<file path="src/rtl/pipe_stage_reg.sv">
// pipe_stage_reg
//   Elastic register slice that moves one control field and one payload from
//   one pipeline stage to the next. A flush turns the stage into a bubble
//   whose control bits are all zero. The stored data is left as it was.
//
//   Optional feature macro: PIPE_STAGE_SKID_EN
//     defined   : adds a skid entry (S) behind the main entry (M). in_ready
//                 becomes a pure register output and occupancy runs 0..2.
//     undefined : M only. in_ready = !M.valid | out_ready (combinational).
//                 occupancy runs 0..1.
//
//   Ports
//     clk        rising-edge clock
//     reset      asynchronous, active-high; empties the stage immediately
//     flush      synchronous; drops held entries and the incoming entry
//     in_valid   upstream presents an entry
//     in_ready   stage accepts an entry this cycle
//     in_ctrl    upstream control bits  [CTRL_W]
//     in_data    upstream payload       [DATA_W]
//     out_valid  stage presents the head entry (M)
//     out_ready  downstream accepts; low means stall
//     out_ctrl   head control bits, zero whenever out_valid is low
//     out_data   head payload
//     occupancy  number of entries held
//
//   Handshake: an entry moves on an edge when valid and ready are both high
//   on the same side. A producer must hold valid and its payload stable until
//   that edge. Neither side makes valid depend on ready.

module pipe_stage_reg #(
    parameter int CTRL_W = 4,
    parameter int DATA_W = 69
) (
    input  logic              clk,
    input  logic              reset,
    input  logic              flush,
    input  logic              in_valid,
    output logic              in_ready,
    input  logic [CTRL_W-1:0] in_ctrl,
    input  logic [DATA_W-1:0] in_data,
    output logic              out_valid,
    input  logic              out_ready,
    output logic [CTRL_W-1:0] out_ctrl,
    output logic [DATA_W-1:0] out_data,
    output logic [1:0]        occupancy
);

    logic              m_valid_q, m_valid_d;
    logic [CTRL_W-1:0] m_ctrl_q,  m_ctrl_d;
    logic [DATA_W-1:0] m_data_q,  m_data_d;

    logic accept;
    logic issue;

    assign issue  = m_valid_q & out_ready;
    assign accept = in_valid & in_ready;

`ifdef PIPE_STAGE_SKID_EN
    logic              s_valid_q, s_valid_d;
    logic [CTRL_W-1:0] s_ctrl_q,  s_ctrl_d;
    logic [DATA_W-1:0] s_data_q,  s_data_d;

    // S is only written while it is empty. This keeps in_ready a flop output,
    // and upstream learns about a stall one cycle late without losing data.
    assign in_ready  = ~s_valid_q;
    assign occupancy = {1'b0, m_valid_q} + {1'b0, s_valid_q};

    always_comb begin
        m_valid_d = m_valid_q;
        m_ctrl_d  = m_ctrl_q;
        m_data_d  = m_data_q;
        s_valid_d = s_valid_q;
        s_ctrl_d  = s_ctrl_q;
        s_data_d  = s_data_q;
        if (flush) begin
            m_valid_d = 1'b0;
            m_ctrl_d  = '0;
            s_valid_d = 1'b0;
            s_ctrl_d  = '0;
        end else if (!m_valid_q || issue) begin
            if (s_valid_q) begin
                // The older entry in S moves up first, so FIFO order is kept.
                m_valid_d = 1'b1;
                m_ctrl_d  = s_ctrl_q;
                m_data_d  = s_data_q;
                s_valid_d = accept;
                if (accept) begin
                    s_ctrl_d = in_ctrl;
                    s_data_d = in_data;
                end
            end else begin
                m_valid_d = accept;
                if (accept) begin
                    m_ctrl_d = in_ctrl;
                    m_data_d = in_data;
                end
            end
        end else if (accept) begin
            // M is holding, so the new entry parks in S.
            s_valid_d = 1'b1;
            s_ctrl_d  = in_ctrl;
            s_data_d  = in_data;
        end
    end

    always_ff @(posedge clk or posedge reset) begin
        if (reset) begin
            s_valid_q <= 1'b0;
            s_ctrl_q  <= '0;
            s_data_q  <= '0;
        end else begin
            s_valid_q <= s_valid_d;
            s_ctrl_q  <= s_ctrl_d;
            s_data_q  <= s_data_d;
        end
    end
`else
    // No skid: M can take a new entry in the same cycle that it issues.
    assign in_ready  = ~m_valid_q | out_ready;
    assign occupancy = {1'b0, m_valid_q};

    always_comb begin
        m_valid_d = m_valid_q;
        m_ctrl_d  = m_ctrl_q;
        m_data_d  = m_data_q;
        if (flush) begin
            m_valid_d = 1'b0;
            m_ctrl_d  = '0;
        end else if (!m_valid_q || issue) begin
            m_valid_d = accept;
            if (accept) begin
                m_ctrl_d = in_ctrl;
                m_data_d = in_data;
            end
        end
    end
`endif

    always_ff @(posedge clk or posedge reset) begin
        if (reset) begin
            m_valid_q <= 1'b0;
            m_ctrl_q  <= '0;
            m_data_q  <= '0;
        end else begin
            m_valid_q <= m_valid_d;
            m_ctrl_q  <= m_ctrl_d;
            m_data_q  <= m_data_d;
        end
    end

    assign out_valid = m_valid_q;
    // Gate the control bits so that a bubble cannot write registers or memory.
    assign out_ctrl  = m_valid_q ? m_ctrl_q : '0;
    assign out_data  = m_data_q;

endmodule
</file>
<file path="config.mk">
export PLATFORM = sky130hd
export DESIGN_NAME = pipe_stage_reg
export DESIGN_NICKNAME = d
export VERILOG_FILES = /design/src/rtl/pipe_stage_reg.sv
export SDC_FILE = /design/constraint.sdc
export NUM_CORES = 1
export LEC_CHECK = 0
export BUFFER_PORTS_ARGS = -buffer_cell sky130_fd_sc_hd__buf_2
export CAP_MARGIN = 20
export CORE_ASPECT_RATIO = 0.9
export CORE_MARGIN = 4
export CORE_UTILIZATION = 40
export CTS_CLUSTER_SIZE = 16
export DETAILED_ROUTE_END_ITERATION = 10
export GPL_ROUTABILITY_DRIVEN = 0
export PLACE_DENSITY = 0.82
export SYNTH_ARGS = -nofsm -noshare
export SYNTH_HDL_FRONTEND = slang
export SYNTH_SLANG_ARGS = --single-unit
</file>
<file path="constraint.sdc">
create_clock -name clk -period 1.9 [get_ports clk]
set_input_delay 0.095 -clock clk [delete_from_list [all_inputs] [get_ports clk]]
set_output_delay 0.095 -clock clk [all_outputs]
set_load 0.005 [all_outputs]
</file>
### After elaboration in Yosys (flattened, before gate mapping)

Index checks and enable logic that the tools add are counted.

* input port bits: 78
* flip-flop bits (word level): 74
* logic and storage cells: 20

* reductions and logical operators: 6
* bitwise gates (word level): 5
* mux-type cells: 6

Operators by type and width (count)
* $mux 4: 4
* $reduce_bool 2->1: 2
* $reduce_and 3->1: 1
* $and 1x1->1: 2
* $mux 1: 2
* $not 1->1: 2
* $reduce_and 2->1: 1
* $logic_not 1->1: 1
* $logic_or 1x1->1: 1
* $or 1x1->1: 1

### Longest topological paths before layout

Gate-level depths: netlist (run 1).

* word-level depth: 6
* depth in mapped cells: 5

### Least setup slack after synthesis (run 1)

Ideal clock, no wire load.

* path type: flip-flop to flip-flop
* start point: reg m_valid_q (netlist: out_valid)
* end point: reg m_data_q[18] (netlist: out_data[18])
* library setup time: 0.127 ns
* path slack: 0.317 ns
* stages on the path, launching flop included: 6
* arrival time: 1.456 ns
* cells stage by stage: dfrtp_1 > and2b_1 > nor3_4 > buf_4 > buf_6 > mux2_1

* longest elaborated chain between the ends: 4
* elaborated cells between the ends (all ways): 7
* classes of those cells: bitwise (4); reduce/logical (3)

Ends and longest elaborated chain
* from (decl): RTL line 48 `logic m_valid_q, m_valid_d;`
* from (signal assigned): RTL line 145 `m_valid_q <= m_valid_d;`
* $not 1->1: RTL line 119 `assign in_ready = ~m_valid_q | out_ready;`
* $or 1x1->1: RTL line 119
* $and 1x1->1: RTL line 56 `assign accept = in_valid & in_ready;`
* $reduce_and 3->1 (no source line) *
* to (signal assigned): RTL line 147 `m_data_q <= m_data_d;`
* to (decl): RTL line 50 `logic [DATA_W-1:0] m_data_q, m_data_d;`

Mark *: on every way between the ends. The rest lies on a longest branch, timed or not.
A chain may end at the register's enable or synchronous reset.

### Final worst setup path (run 1)

* start point: reg m_valid_q (netlist: out_valid)
* end point: reg m_ctrl_q[3]

* longest elaborated chain between the ends: 5
* elaborated cells between the ends (all ways): 9
* classes of those cells: bitwise (4); reduce/logical (5)

Ends and longest elaborated chain
* $not 1->1: RTL line 119
* $or 1x1->1: RTL line 119
* $and 1x1->1: RTL line 56
* $reduce_bool 2->1 (no source line)
* $reduce_and 2->1 (no source line) *
* to (signal assigned): RTL line 146 `m_ctrl_q <= m_ctrl_d;`
* to (decl): RTL line 49 `logic [CTRL_W-1:0] m_ctrl_q, m_ctrl_d;`

Marked as above.

==> results of run 1 <==
## sequential cells by signal, summed over array words and instances (netlist names)
name / flops
out_data: 69
m_ctrl_q: 4
out_valid: 1
## cells by family (layout without fill, tap and decap cells)
group	after synthesis	in the layout	share of synthesized area [%]
AOI/OAI and AO/OA	9	9	1.60
buffers and inverters	12	248	2.49
DFF	74	74	65.7
muxes	69	69	27.6
other	1	1	0.133
and+or+nand+nor	10	10	2.44
## per-layer routing
layer	vias up	GRT usage, %	part of all wire (%)
met1	1093	18.0	35
met5	-	0	0
li1	1071	-	-
met2	104	34.1	54
met4	0	8.41	2.6
met3	17	5.84	8.3
## power by group
| group | total, uW | internal (uW) | switching, uW | leakage, uW |
|---|---|---|---|---|
| Sequential | 1960 | 1830 | 127 | 0.000878 |
| Combinational | 861 | 536 | 325 | 0.00126 |
| Clock | 1340 | 804 | 532 | 0.000108 |
| Total | 4160 | 3170 | 984 | 0.00225 |
## area by class of cell
| type | count | area [um2] |
|---|---|---|
| fillers | 466 | 2020 |
| inverters | 3 | 15.0 |
| flip-flops and latches | 74 | 1850 |
| repair buffers | 230 | 1570 |
| clock buffers | 11 | 151 |
| well taps | 90 | 113 |
| multi-input cells | 89 | 895 |
| clock inverters | 4 | 75.1 |
## cell usage after synthesis, drive strengths merged
library cell,count,area [um2]
conb,1,3.75
inv,3,11.3
and2b,1,7.51
nor3,1,16.3
dfrtp,74,1850
a21oi,5,25.0
buf,9,58.8
nand3,4,20.0
and2,4,25.0
mux2,69,777
o21ai,4,20.0
## path summary, 6_finish.rpt
path | from | end | cells past startpoint
worst max-delay path | out_valid | m_ctrl_q[3] | 5
worst min-delay path | in_ctrl[0] | m_ctrl_q[0] | 3
worst max register to register | out_valid | m_ctrl_q[3] | 5
worst min register to register | out_data[24] | out_data[24] | 1
max in group asynchronous | reset | out_data[66] | 4
min in group asynchronous | reset | out_data[8] | 4
## worst max-delay path: cells and delay by family, from the launching register on
family	cells	cell delay, ns
AO/OA/AOI/OAI	1	0.17
buffers and inverters	2	0.73
flip-flops	1	0.43
AND/OR/NAND/NOR	2	0.35
## layout by cell type (no fill, tap or decap), types with 2 or more instances in the layout
cell,synthesis,final
sky130_fd_sc_hd__a21oi_1,5,5
sky130_fd_sc_hd__and2_1,4,4
sky130_fd_sc_hd__buf_12,0,3
sky130_fd_sc_hd__buf_2,5,153
sky130_fd_sc_hd__bufinv_16,0,2
sky130_fd_sc_hd__clkbuf_8,0,11
sky130_fd_sc_hd__clkinvlp_4,0,3
sky130_fd_sc_hd__dfrtp_1,74,74
sky130_fd_sc_hd__dlygate4sd3_1,0,74
sky130_fd_sc_hd__mux2_1,10,10
sky130_fd_sc_hd__mux2_2,59,59
sky130_fd_sc_hd__nand3_1,4,4
sky130_fd_sc_hd__o21ai_0,4,4
## stage by stage
stage | instances | hold WS [ns] | power, uW
2_1_floorplan | 175 | 0.158 | 2310
3_3_place_gp | 412 | 0.238 | 2690
3_5_place_dp | 412 | 0.252 | 2730
4_1_cts | 501 | 0.0169 | 4210
5_1_grt | 501 | 0.0267 | 4390
6_report | 501 | 0.0404 | 4160
==> results.rst, run 1 <==
.. list-table::
   :header-rows: 1

   * - Metric
     - Value
   * - Number of buffers on the longest clock path
     - 2
   * - Number of vias per cell after detailed routing
     - 4.56
   * - Yosys reg bits
     - 74
   * - Maximum number of pins on one net before global-route repair
     - 75
   * - Layout cell share with drive strength beyond 1
     - 56.7%
   * - Worst-skew pair later-pin latency
     - 0.33 ns
   * - Startpoint type of the worst setup path
     - flip-flop
   * - Clk sink count
     - 74
   * - Sum of routed wire length over all layers
     - 7490 um
   * - Crit-path slowest cell
     - sky130_fd_sc_hd__dlygate4sd3_1
   * - Post-CTS clock slew at the launch and capture registers of the worst setup and hold paths
     - 0.07 ns
   * - Area of all placed cells without fillers
     - 4670 um2
   * - Die span in y
     - 87.6 um
   * - Final design utilization
     - 69.7%
   * - Width of the die
     - 96.5 um
   * - Final worst setup slack
     - 0.150 ns
   * - Overall die area
     - 8450 um2
   * - Num CTS Buffers
     - 9
   * - Core Area
     - 6690 um2
   * - Shortest period the worst path allows
     - 1.75 ns
   * - Layout net count
     - 485
   * - Net count after synthesis
     - 253
   * - Cell at the root of the clock tree
     - sky130_fd_sc_hd__clkbuf_8
   * - Setup Viol. Count Final
     - 0
   * - Worst clock skew
     - 0.00828 ns
   * - Pins Over Slew Limit
     - 0
   * - Synth Instances
     - 175
   * - Routed length per placed instance
     - 15.0 um
   * - Classification of the worst setup path
     - reg2reg
   * - Count of different cell masters after synthesis
     - 15
   * - Cts-stage hold buffer count
     - 74
   * - Total negative slack
     - 0 ns
   * - Pwr dens
     - 890 nW/um2
   * - Worst setup EP type
     - flip-flop
   * - ANT nets after route
     - 0
   * - Ordered cell list for the critical path
     - and2b_1 > inv_1 > nand3_1 > a21oi_1 > dlygate4sd3_1
   * - Data arrival time of the critical path
     - 2.02 ns
   * - HPWL after detailed placement
     - 4510 um
   * - Number of warnings issued by yosys
     - 0
   * - Wire length of the first global-routing pass
     - 11600 um
   * - Resize count post-CTS
     - 0
   * - Path category of the worst min-delay check
     - in2reg
   * - Slowest stage delay, CP
     - 0.57 ns
   * - R2R Setup Slk
     - 0.15 ns
   * - Peak supply drop
     - 0.000684 V
   * - Final hold violation count
     - 0
   * - Placed instance area
     - 3700 um2
   * - Initial core utilization
     - 42.1%
   * - DRT iter0 DRCs
     - 46
   * - Run status
     - completed
   * - Area growth from synthesis to layout
     - 65.7%
   * - Total global-route track usage
     - 18.2%
   * - Detailed-routing iteration count for the pre-antenna-repair pass
     - 4
   * - Top achievable clock speed
     - 0.571 GHz
   * - Post-route DRC violation count
     - 0
   * - Vias in the first global route
     - 2499
   * - Unrepaired setup endpoints after global routing
     - false
   * - Clock tree from TritonCTS
     - built
   * - Mean instance size in the synthesized netlist
     - 16.1 um2
   * - Initial antenna violation count
     - 0
   * - Total vias in the final route
     - 2285
   * - Seq/Total Area, Yosys
     - 65.7%
   * - Number of I/O port buffers
     - 153
   * - Post-Syn Area
     - 2820 um2
   * - Portion of the clock cycle consumed by the worst path in the final layout
     - 92.1%
   * - Number of max-cap violations
     - 0
   * - Number of I/O pins
     - 155
   * - Rows
     - 28
   * - Data required time at the worst endpoint
     - 2.17 ns
   * - Leak Pwr
     - 0.00225 uW
   * - Antenna diode count
     - 0
   * - GRT Residual Overflow
     - 0
   * - Minimum setup slack after placement
     - 0.225 ns
   * - Largest fanout on the critical path
     - 7
   * - Number of buffers added for setup after CTS
     - 0
   * - Depth of the CTS H-tree
     - 3
No activity file was read; power rests on OpenSTA's default activity.
==> run 2, diff against run 1 <==
--- a/config.mk
+++ b/config.mk
@@ -14,6 +14,7 @@
 export DETAILED_ROUTE_END_ITERATION = 10
 export GPL_ROUTABILITY_DRIVEN = 0
 export PLACE_DENSITY = 0.82
+export REMOVE_ABC_BUFFERS = 1
 export SYNTH_ARGS = -nofsm -noshare
 export SYNTH_HDL_FRONTEND = slang
 export SYNTH_SLANG_ARGS = --single-unit
==> results.rst, run 2 (synthesis gave the netlist of run 1 again) <==
.. list-table::
   :header-rows: 1

   * - Metric
     - Value
   * - Maximum number of pins on one net before global-route repair
     - 75 (unchanged)
   * - Leak Pwr
     - 0.00223 uW (-0.51%)
   * - Pwr dens
     - 844 nW/um2 (-5.2%)
   * - Count of placed standard cells in the final layout, fillers left out
     - 503 (+0.40%)
   * - ANT nets after route
     - 0 (unchanged)
   * - Post-CTS clock slew at the launch and capture registers of the worst setup and hold paths
     - 0.08 ns (about the same)
   * - Classification of the worst setup path
     - reg2reg
   * - Register area
     - 1850 um2 (unchanged)
   * - Layout cell share with drive strength beyond 1
     - 56.4% (-0.24 points)
   * - Initial antenna violation count
     - 0 (unchanged)
   * - Number of flip-flops in the largest register
     - 69 (unchanged)
   * - Sum of routed wire length over all layers
     - 7880 um (+5.2%)
   * - Worst path buffer plus inverter count
     - 1 (-1)
   * - Slowest stage delay, CP
     - 0.43 ns (-0.14 ns)
   * - Number of fill cells
     - 462 (-0.86%)
   * - Number of I/O port buffers
     - 153 (unchanged)
   * - Layout net count
     - 485 (unchanged)
   * - Startpoint type of the worst setup path
     - flip-flop
   * - Worst clock skew
     - 0.00748 ns (-0.000800 ns)
   * - Initial core utilization
     - 42.1% (unchanged)
   * - Peak supply drop
     - 0.000504 V (-26%)
   * - Largest fanout on the critical path
     - 39 (+32)
   * - Width of the die
     - 96.5 um (unchanged)
   * - Detailed-routing iteration count for the pre-antenna-repair pass
     - 4 (unchanged)
   * - Multi-input logic area
     - 895 um2 (unchanged)
   * - Core Area
     - 6690 um2 (unchanged)
   * - Ordered cell list for the critical path
     - and2b_1 > nor3_4 > buf_12 > mux2_2
   * - Path category of the worst min-delay check
     - in2reg
   * - Resize count post-CTS
     - 0 (unchanged)
   * - Shortest period the worst path allows
     - 1.68 ns (-0.0668 ns)
   * - DRT iter0 DRCs
     - 51 (+11%)
   * - Worst setup EP type
     - flip-flop
   * - Leading cell types in the layout, fill and taps excluded
     - sky130_fd_sc_hd__buf_2 (153), sky130_fd_sc_hd__dlygate4sd3_1 (74), sky130_fd_sc_hd__dfrtp_1 (74)
   * - Number of I/O pins
     - 155 (unchanged)
   * - Post-route DRC violation count
     - 0 (unchanged)
   * - Cell at the root of the clock tree
     - sky130_fd_sc_hd__clkbuf_8
   * - Portion of the clock cycle consumed by the worst path in the final layout
     - 88.6% (-3.5 points)
   * - Total global-route track usage
     - 19.1% (+0.96 points)
   * - Delay-heaviest family, CP
     - simple AND/OR/NAND/NOR gates
   * - Total negative slack
     - 0 ns (unchanged)
   * - Run status
     - completed
   * - Area growth from synthesis to layout
     - 63.7%
   * - Final design utilization
     - 68.9% (-0.82 points)
   * - Total vias in the final route
     - 2295 (+0.44%)
   * - Num CTS Buffers
     - 9 (unchanged)
   * - Minimum hold slack
     - 0.0280 ns (-0.0123 ns)
   * - Data required time at the worst endpoint
     - 2.13 ns (-0.04 ns)
   * - Most common cell after layout, fill and taps aside
     - sky130_fd_sc_hd__buf_2
   * - Final hold violation count
     - 0 (unchanged)
   * - Depth of the CTS H-tree
     - 3 (unchanged)
   * - Setup Viol. Count Final
     - 0 (unchanged)
   * - Clk sink count
     - 74 (unchanged)
   * - HPWL after detailed placement
     - 4710 um (+4.5%)
   * - Crit-path slowest cell
     - sky130_fd_sc_hd__dfrtp_1
   * - GRT Residual Overflow
     - 0 (unchanged)
   * - Worst-skew pair later-pin latency
     - 0.34 ns (about the same)
   * - Wire length of the first global-routing pass
     - 12200 um (+5.1%)
   * - Pins Over Slew Limit
     - 0 (unchanged)
   * - Count of placed standard cells including taps
     - 412 (unchanged)
   * - Die span in y
     - 87.6 um (unchanged)
   * - Number of max-cap violations
     - 0 (unchanged)
   * - Overall die area
     - 8450 um2 (unchanged)
   * - Number of vias per cell after detailed routing
     - 4.56 (about the same)
   * - Data arrival time of the critical path
     - 1.91 ns (-0.11 ns)
   * - Unrepaired setup endpoints after global routing
     - false
   * - Number of buffers on the longest clock path
     - 2 (unchanged)
   * - Clock tree from TritonCTS
     - built
   * - Top achievable clock speed
     - 0.594 GHz (+4.0%)
   * - Routed length per placed instance
     - 15.7 um (+4.7%)
   * - Rows
     - 28 (unchanged)
   * - Vias in the first global route
     - 2573 (+3.0%)
run 2: changes by cell type in the layout (fill, tap and decap cells not counted):
cell                         previous run  this run
sky130_fd_sc_hd__clkinv_2               0         3
sky130_fd_sc_hd__clkinvlp_4             3         0
sky130_fd_sc_hd__bufinv_16              2         0
sky130_fd_sc_hd__diode_2                0         2
sky130_fd_sc_hd__clkbuf_1               0         1
sky130_fd_sc_hd__inv_2                  1         2
run 2: worst reg2reg max path, stage by stage, from the launching register on:
cell                      delay (ns)
sky130_fd_sc_hd__dfrtp_1        0.43
sky130_fd_sc_hd__and2b_1        0.25
sky130_fd_sc_hd__nor3_4         0.24
sky130_fd_sc_hd__buf_12         0.27
sky130_fd_sc_hd__mux2_2         0.39
run 2: report_power, final:
| group | switching (uW) | internal, uW | leakage, uW |
|---|---|---|---|
| clock | 535 | 532 | 0.0000920 |
| sequential | 129 | 1830 | 0.000878 |
| combinational | 329 | 536 | 0.00126 |
| total | 993 | 2900 | 0.00223 |
run 2: final timing paths:
check	from	endpoint	slack, ns	cells after the start
worst max-delay path	out_valid	out_data[44]	0.22	4
worst min-delay path	in_ctrl[3]	m_ctrl_q[3]	0.03	3
worst max register to register	out_valid	out_data[44]	0.22	4
worst min register to register	out_data[26]	out_data[26]	0.49	1
max in group asynchronous	reset	out_data[48]	1.23	4
min in group asynchronous	reset	m_ctrl_q[3]	0.39	4
run 2: final cells by class:
cell class	instances	share of cell area, %
tap	90	2.44
multi-input combinational	89	19.4
timing repair buffer	230	34.0
clock buffer	12	3.36
clock inverter	3	0.326
antenna	2	0.109
inverter	3	0.244
sequential	74	40.2
run 2: timing repair:
action,4_1_cts,5_1_grt
endpoints found under the hold margin,146,0
buffers inserted,0,0
hold buffers,74,0
run 2: through the flow:
step	power [uW]	cell area, um2	worst slack (ns)
floorplan	2300	2760	-0.953
global placement	2690	3700	0.300
detailed placement	2740	3700	0.226
CTS	3930	4610	0.216
global route	4110	4610	0.0857
finish	3890	4610	0.216
run 2: layer usage:
layer / routed length, um / vias up / global-route usage [%]
li1: - / 1071 / -
met1: 2710 / 1110 / 18.7
met2: 4370 / 102 / 36.7
met3: 718 / 12 / 7.65
met4: 91 / 0 / 5.48
met5: 0 / - / 0
==> run 3, diff against run 2 <==
--- a/config.mk
+++ b/config.mk
@@ -9,12 +9,13 @@
 export CAP_MARGIN = 20
 export CORE_ASPECT_RATIO = 0.9
 export CORE_MARGIN = 4
-export CORE_UTILIZATION = 40
+export CORE_UTILIZATION = 33
 export CTS_CLUSTER_SIZE = 16
 export DETAILED_ROUTE_END_ITERATION = 10
 export GPL_ROUTABILITY_DRIVEN = 0
-export PLACE_DENSITY = 0.82
+export PLACE_DENSITY = 0.71
 export REMOVE_ABC_BUFFERS = 1
+export SLEW_MARGIN = 20
 export SYNTH_ARGS = -nofsm -noshare
 export SYNTH_HDL_FRONTEND = slang
 export SYNTH_SLANG_ARGS = --single-unit
==> results.rst, run 3 (synthesis gave the netlist of run 1 again) <==
.. list-table::
   :header-rows: 1

   * - Metric
     - Value
   * - Run status
     - completed
   * - Data required time at the worst endpoint
     - 2.12 ns (about the same)
   * - Leading cell types in the layout, fill and taps excluded
     - sky130_fd_sc_hd__buf_2 (153), sky130_fd_sc_hd__dfrtp_1 (74), sky130_fd_sc_hd__dlygate4sd3_1 (71)
   * - Worst path buffer plus inverter count
     - 1 (unchanged)
   * - Sum of routed wire length over all layers
     - 7280 um (-7.6%)
   * - Rows
     - 31 (+11%)
   * - Die span in y
     - 95.6 um (+9.2%)
   * - M1 WL
     - 2900 um (+7.2%)
   * - Clock tree from TritonCTS
     - built
   * - Crit-path slowest cell
     - sky130_fd_sc_hd__dfrtp_1
   * - Endpoint of the worst hold-timing path
     - m_ctrl_q[3]
   * - Crit Reg-Reg Endpoint
     - out_data[40]
   * - Worst Hold Path Cells
     - 3 (unchanged)
   * - Minimum setup slack after placement
     - 0.260 ns (+0.0338 ns)
   * - Number of max-cap violations
     - 0 (unchanged)
   * - Setup Viol. Count Final
     - 0 (unchanged)
   * - Number of I/O pins
     - 155 (unchanged)
   * - HPWL after detailed placement
     - 4740 um (+0.59%)
   * - Core Area
     - 8180 um2 (+22%)
   * - Pins Over Slew Limit
     - 0 (unchanged)
   * - Overall die area
     - 10100 um2 (+19%)
   * - Layout cell share with drive strength beyond 1
     - 57.1% (+0.63 points)
   * - Worst-skew pair later-pin latency
     - 0.33 ns (about the same)
   * - R2R Setup Slk
     - 0.24 ns (+0.02 ns)
   * - GRT Residual Overflow
     - 0 (unchanged)
   * - Routed length per placed instance
     - 13.9 um (-11%)
   * - Clk sink count
     - 74 (unchanged)
   * - Area growth from synthesis to layout
     - 66.4%
   * - Detailed-routing iteration count for the pre-antenna-repair pass
     - 4 (unchanged)
   * - Initial antenna violation count
     - 0 (unchanged)
   * - Num CTS Buffers
     - 9 (unchanged)
   * - Shortest period the worst path allows
     - 1.66 ns (-0.0220 ns)
   * - Cell depth of the worst setup path
     - 4 (unchanged)
   * - Maximum number of pins on one net before global-route repair
     - 40 (-47%)
   * - Initial core utilization
     - 34.4% (-7.7 points)
   * - Portion of the clock cycle consumed by the worst path in the final layout
     - 87.5% (-1.2 points)
   * - Top achievable clock speed
     - 0.602 GHz (+1.3%)
   * - Most common cell after layout, fill and taps aside
     - sky130_fd_sc_hd__buf_2
   * - Startpoint type of the worst setup path
     - flip-flop
   * - Resize count post-CTS
     - 0 (unchanged)
   * - Final design utilization
     - 57.3% (-12 points)
   * - Routed wl met2
     - 3740 um (-14%)
   * - Count of placed standard cells including taps
     - 438 (+6.3%)
   * - Wire length of the first global-routing pass
     - 12200 um (-0.17%)
   * - Final worst setup slack
     - 0.238 ns (+0.0220 ns)
   * - Final hold violation count
     - 0 (unchanged)
   * - Worst setup EP type
     - flip-flop
   * - Number of flip-flops in the largest register
     - 69 (unchanged)
   * - Unrepaired setup endpoints after global routing
     - false
   * - Worst clock skew
     - 0.00498 ns (-0.00251 ns)
   * - Classification of the worst setup path
     - reg2reg
   * - Total global-route track usage
     - 15.1% (-4.0 points)
   * - Slowest stage delay, CP
     - 0.42 ns (about the same)
   * - Layout net count
     - 483 (-0.41%)
   * - DRT iter0 DRCs
     - 39 (-24%)
   * - Worst-case reg-to-reg path depth
     - 4 (unchanged)
   * - Width of the die
     - 105 um (+9.3%)
   * - Total vias in the final route
     - 2268 (-1.2%)
   * - Number of buffers on the longest clock path
     - 2 (unchanged)
   * - Data arrival time of the critical path
     - 1.88 ns (-0.03 ns)
   * - ANT nets after route
     - 0 (unchanged)
   * - Antenna diode count
     - 0 (-2)
   * - Pwr dens
     - 915 nW/um2 (+8.4%)
   * - Post-route DRC violation count
     - 0 (unchanged)
   * - Largest fanout on the critical path
     - 35 (-10%)
   * - Peak supply drop
     - 0.000538 V (+6.6%)
   * - Vias in the first global route
     - 2498 (-2.9%)
   * - Count of placed standard cells in the final layout, fillers left out
     - 525 (+4.4%)
   * - Uppermost metal layer occupied by signal nets
     - met4
   * - Post-CTS clock slew at the launch and capture registers of the worst setup and hold paths
     - 0.07 ns (about the same)
   * - Depth of the CTS H-tree
     - 3 (unchanged)
   * - RR Startpoint
     - out_valid
   * - Leak Pwr
     - 0.00225 uW (+0.74%)
   * - Number of vias per cell after detailed routing
     - 4.32 (-5.3%)
   * - Total negative slack
     - 0 ns (unchanged)
   * - Number of I/O port buffers
     - 153 (unchanged)
   * - Path category of the worst min-delay check
     - in2reg
   * - Minimum hold slack
     - 0.0274 ns (-0.000636 ns)
   * - Ordered cell list for the critical path
     - and2b_1 > nor3_4 > buf_12 > mux2_2
   * - Cell at the root of the clock tree
     - sky130_fd_sc_hd__clkbuf_8
   * - Met3 wire length
     - 601 um (-16%)
   * - Origin of the worst min-delay path
     - in_ctrl[3]
   * - Delay-heaviest family, CP
     - simple AND/OR/NAND/NOR gates
==> run 3: worst max path at each step <==
stage / endpoint / from
6_report: out_data[40] / out_valid
3_5_place_dp: out_data[1] / out_valid
4_1_cts: out_data[51] / out_valid
3_3_place_gp: out_data[28] / out_valid
2_1_floorplan: out_data[0] / out_valid
5_1_grt: out_data[45] / out_valid
==> run 3: area by class of cell <==
type | count | area (um2)
fill | 669 | 3500
sequential | 74 | 1850
multi-input combinational | 89 | 895
clock inverter | 4 | 97.6
clock buffer | 12 | 155
tap | 115 | 144
inverter | 3 | 11.3
timing repair buffer | 228 | 1530
==> run 3: metrics by stage <==
step	instance area, um2	total power, uW
2_1_floorplan	2760	2300
6_report	4690	4290
5_1_grt	4690	4530
3_5_place_dp	3720	2720
4_1_cts	4690	4350
3_3_place_gp	3720	2690
==> run 3: what timing repair did <==
item	4_1_cts	5_1_grt
endpoints found under the hold margin	145	0
setup buffers	0	0
hold buffers	71	0
==> run 3: layer usage <==
metal  GRT usage (%)  up-vias
li1                -     1067
met1            17.0     1095
met2            27.1      101
met3            6.23        5
met4            3.28        0
met5               0        -
==> run 3: where the power goes <==
group | internal, uW | switching [uW]
registers | 1830 | 126
clock network | 945 | 542
logic | 530 | 314
total | 3310 | 981
==> run 3: worst register-to-register path: stages (launching register included) <==
cell and delay (ns):
sky130_fd_sc_hd__dfrtp_1 0.42, sky130_fd_sc_hd__and2b_1 0.25, sky130_fd_sc_hd__nor3_4 0.24, sky130_fd_sc_hd__buf_12 0.25, sky130_fd_sc_hd__mux2_2 0.39
